`src/rtl/fivexn_bit_unloader.sv`:
```
// fivexn_bit_unloader: accepts five words in one load handshake and streams them
// out word 0 first over valid/ready, chaining a new block onto the final beat.
module fivexn_bit_unloader #(
    parameter int width = 32,
    parameter logic [width-1:0] reset_value = '0
) (
    input  logic             clk,
    input  logic             reset,
    input  logic [width-1:0] in0,
    input  logic [width-1:0] in1,
    input  logic [width-1:0] in2,
    input  logic [width-1:0] in3,
    input  logic [width-1:0] in4,
    input  logic             load_valid,
    output logic             load_ready,
    output logic [width-1:0] out_data,
    output logic             out_valid,
    input  logic             out_ready,
    output logic [2:0]       out_index,
    output logic             out_last,
    output logic             busy
);
    typedef enum logic {IDLE, STREAM} state_t;
    state_t state_q, state_d;
    logic [2:0] idx_q, idx_d;
    logic [4:0][width-1:0] word_q, word_d;
    logic load_acc;
    always_comb begin
        state_d    = state_q;
        idx_d      = idx_q;
        word_d     = word_q;
        load_ready = state_q == IDLE || (idx_q == 3'd4 && out_ready);
        load_acc   = load_valid && load_ready;
        if (load_acc) begin
            state_d = STREAM;
            idx_d   = 3'd0;
            word_d  = {in4, in3, in2, in1, in0};
        end else if (state_q == STREAM && (idx_q > 3'd4 || (out_ready && idx_q == 3'd4))) begin
            state_d = IDLE;
            idx_d   = 3'd0;
        end else if (state_q == STREAM && out_ready) begin
            idx_d = idx_q + 3'd1;
        end
    end
    always_ff @(posedge clk) begin
        if (!reset) begin
            state_q <= IDLE;
            idx_q   <= 3'd0;
            word_q  <= {5{reset_value}};
        end else begin
            state_q <= state_d;
            idx_q   <= idx_d;
            word_q  <= word_d;
        end
    end
    // Out-of-range index encodings fall back to word 0 until the FSM recovers.
    assign out_data  = idx_q > 3'd4 ? word_q[0] : word_q[idx_q];
    assign out_valid = state_q == STREAM;
    assign busy      = state_q == STREAM;
    assign out_index = idx_q;
    assign out_last  = state_q == STREAM && idx_q == 3'd4;
endmodule

```
`config.mk`:
```
export PLATFORM = sky130hd
export DESIGN_NAME = fivexn_bit_unloader
export DESIGN_NICKNAME = d
export VERILOG_FILES = /design/src/rtl/fivexn_bit_unloader.sv
export SDC_FILE = /design/constraint.sdc
export NUM_CORES = 1
export LEC_CHECK = 0
export BUFFER_PORTS_ARGS = -buffer_cell sky130_fd_sc_hd__buf_2
export CORE_MARGIN = 2
export CORE_UTILIZATION = 50
export DETAILED_ROUTE_END_ITERATION = 16
export PLACE_DENSITY = 0.76
export SYNTH_ARGS = -nofsm -noshare
export SYNTH_HDL_FRONTEND = slang
export SYNTH_SLANG_ARGS = --single-unit
```
`constraint.sdc`:
```
create_clock -name clk -period 4.7 [get_ports clk]
set_clock_uncertainty 0.1 [all_clocks]
set_input_delay 0.705 -clock clk [delete_from_list [all_inputs] [get_ports clk]]
set_output_delay 0.705 -clock clk [all_outputs]
set_load 0.02 [all_outputs]
```
==> reports/qor.csv <==
stage,metric,value,unit
sta,final hold viol count,0,
clock_tree,post-CTS sizing,0,
yosys,"Seq/Total Area, Yosys",41.2,%
finish,Non-Filler Instances,1259,
clock_tree,Setup Buffers After CTS,0,
yosys,Synth cell types,24,
drt,Pre-antenna DRT Iters,5,
sta,final setup TNS,0,ns
global_route,aggregate global routing overflow,0,
power,leakage power,4.09,nW
clock_tree,Num CTS Buffers,17,
setup_path,Startpoint Class,flip-flop,
yosys,Seq cells post-synth,164,
finish,Nets,1195,
floorplanning,die area,17000,um^2
setup_path,"Data arrival, critical path",2.93,ns
clock_tree,worst skew pair latency,0.41,ns
sta,final setup fails,0,
global_route,first-pass GRT wire length,30700,um
setup_path,CP Max Fanout,44,
yosys,Syn Area/Cell,9.07,um^2
floorplanning,Die H,130,um
placement,Final Wtd Congestion,0.811,
floorplanning,initial core utilization,50.8,%
finish,Filler Cells Inserted,1377,
global_route,vias in the first global route,6187,
placement,Inst Count DP,1226,
min_path,worst hold path class,reg2reg,
clock_tree,Root Buffer,clkbuf_16,
clock_tree,post-cts hold buffer count,0,
global_route,largest net degree at the start of global routing,183,
sta,Max Slew Vio Count,0,
global_route,Global Route Usage Sum,22.9,%
drt,drt via density,5.21,
floorplanning,FP Rows,46,
power,pwr dens,367,nW/um^2
power,Max VDD drop,0.281,mV
finish,fraction of final layout cells sized beyond drive strength 1,23.6,%
placement,Port Buffer Count,202,
clock_tree,CTS Sinks,164,
sta,slew at the pin with the worst max-slew slack,1.31,ns
run,max_cap viols,0,
yosys,Syn Inst Count,879,
yosys,post-synthesis cell area,7980,um^2
floorplanning,# IOs,203,
placement,post-DP HPWL,12500,um
floorplanning,Die Width,130,um
clock_tree,CTS tree,built,
clock_tree,H-tree levels,4,
global_route,antenna violations before repair,2,
sta,RSZ-0062 raised after global routing,false,
yosys,"Net Count, Synth",1045,
sta,Final period util,79.5,%
setup_path,element type at the critical path end,primary output,
drt,Total Wirelength,19500,um
drt,DRT antenna net count,0,
sta,Max-slew headroom,12.8,%
drt,iteration-0 DRC count of the detailed router,405,
drt,wire per inst,15.5,um
clock_tree,"Reg clk slew, reported paths",0.06,ns
outcome,status,"finished, final reports clean",
sta,maximum clock frequency,268,MHz
yosys,Synth Warn #,0,
setup_path,Setup CP Type,reg2out,
drt,via count,6562,
floorplanning,Core Region,15700,um^2
clock_tree,Clock Path Buffers,2,
drt,DRC violations left,0,
finish,Layout area overhead,18.6,%
setup_path,CP required,3.89,ns
sta,fin crit period,3.74,ns
-- critical path, stage by stage (launching register included) --
cell     delay [ns]
dfxtp_4        0.84
inv_1          0.11
ha_1           0.28
nor2b_4        0.83
a221o_1        0.29
buf_2          0.16
-- where the power goes --
part / internal [mW] / switching, mW
logic: 0.198 / 0.228
registers: 1.48 / 0.0579
clock network: 0.908 / 0.606
-- stage by stage --
step           setup slack [ns]  power [mW]  instance area [um^2]  hold slack [ns]  utilization [%]
2_1_floorplan              1.82        1.87                  7980            0.334                -
3_3_place_gp               1.48        1.98                  8810            0.342             56.1
3_5_place_dp               1.43        1.99                  8810            0.347             56.1
4_1_cts                   0.966        3.50                  9460            0.358             60.2
5_1_grt                   0.732        3.62                  9460            0.376             60.2
6_report                  0.964        3.48                  9460            0.356             60.2
-- registers in the layout (all words and copies together) (netlist names) --
register	flops
out_index	3
word_q	160
busy	1
-- cells by family (layout without fill, tap and decap cells) --
logic type / count (synthesis) / count (layout) / share of synthesized area, %
AND/OR/NAND/NOR: 336 / 336 / 16.0
multiplexers: 224 / 224 / 28.1
flip-flops: 164 / 164 / 41.2
buffers and inverters: 83 / 246 / 7.29
AO/OA/AOI/OAI: 68 / 68 / 6.87
adder cells (fa/ha/maj): 2 / 2 / 0.314
XOR/XNOR: 2 / 2 / 0.220
other: 0 / 1 / 0
-- final timing paths --
kind                              from                      end  slack, ns  depth (start not counted)
max          out_index[1]$_SDFFE_PP0P_              out_data[5]       0.96                          5
max reg2reg  out_index[1]$_SDFFE_PP0P_  word_q[82]$_SDFFE_PN0P_       1.82                          6
min            word_q[47]$_SDFFE_PN0P_  word_q[47]$_SDFFE_PN0P_       0.36                          2
min reg2reg    word_q[47]$_SDFFE_PN0P_  word_q[47]$_SDFFE_PN0P_       0.36                          2
-- metal layers --
metal  GRT usage, %  share of wire [%]  routed length [um]  vias to the layer above
met5              0              0.056                  11                        -
li1               -                  -                   -                     3299
met2           36.6                 47                9240                      191
met1           29.8                 45                8760                     3051
met3           6.93                6.2                1210                       19
met4           7.02                1.3                 244                        2
-- synthesized netlist by cell type, drive strengths merged --
cell type / count / area, um^2
o22ai: 32 / 200
a221oi: 1 / 8.76
nand3: 3 / 15.0
nor3: 1 / 5.00
ha: 2 / 25.0
a221o: 32 / 320
buf: 41 / 424
xnor2: 1 / 8.76
or2: 1 / 6.26
o221ai: 1 / 8.76
nor2: 2 / 7.51
a21oi: 2 / 10.0
and3: 1 / 6.26
nand2b: 1 / 6.26
xor2: 1 / 8.76
nand2: 325 / 1220
nor2b: 2 / 12.5
mux2i: 224 / 2240
clkbuf: 38 / 143
inv: 4 / 15.0
dfxtp: 164 / 3280
-- cell usage in the layout, fill, tap and decap left out, types with 2 or more instances in the layout --
cell       count
nand3_1        3
mux2i_1      224
buf_12         2
o22ai_1       32
dfxtp_1      163
inv_8          2
nor2_1         2
bufinv_16      4
inv_6          5
buf_4          6
clkinv_4       3
clkbuf_16     17
a221o_1       32
ha_1           2
buf_2        201
inv_1          4
nand2_1      325
-- cell type report --
class / instances / area (um^2) / area share, %
Multi-Input combinational cell: 632 / 4140 / 43.7
Inverter: 4 / 15.0 / 0.159
Sequential cell: 164 / 3290 / 34.7
Clock buffer: 17 / 425 / 4.50
Clock inverter: 15 / 218 / 2.30
Tap cell: 216 / 270 / 2.86
Timing Repair Buffer: 210 / 1110 / 11.7
Antenna cell: 1 / 2.50 / 0.0265
No activity file was read; power rests on OpenSTA's default activity.
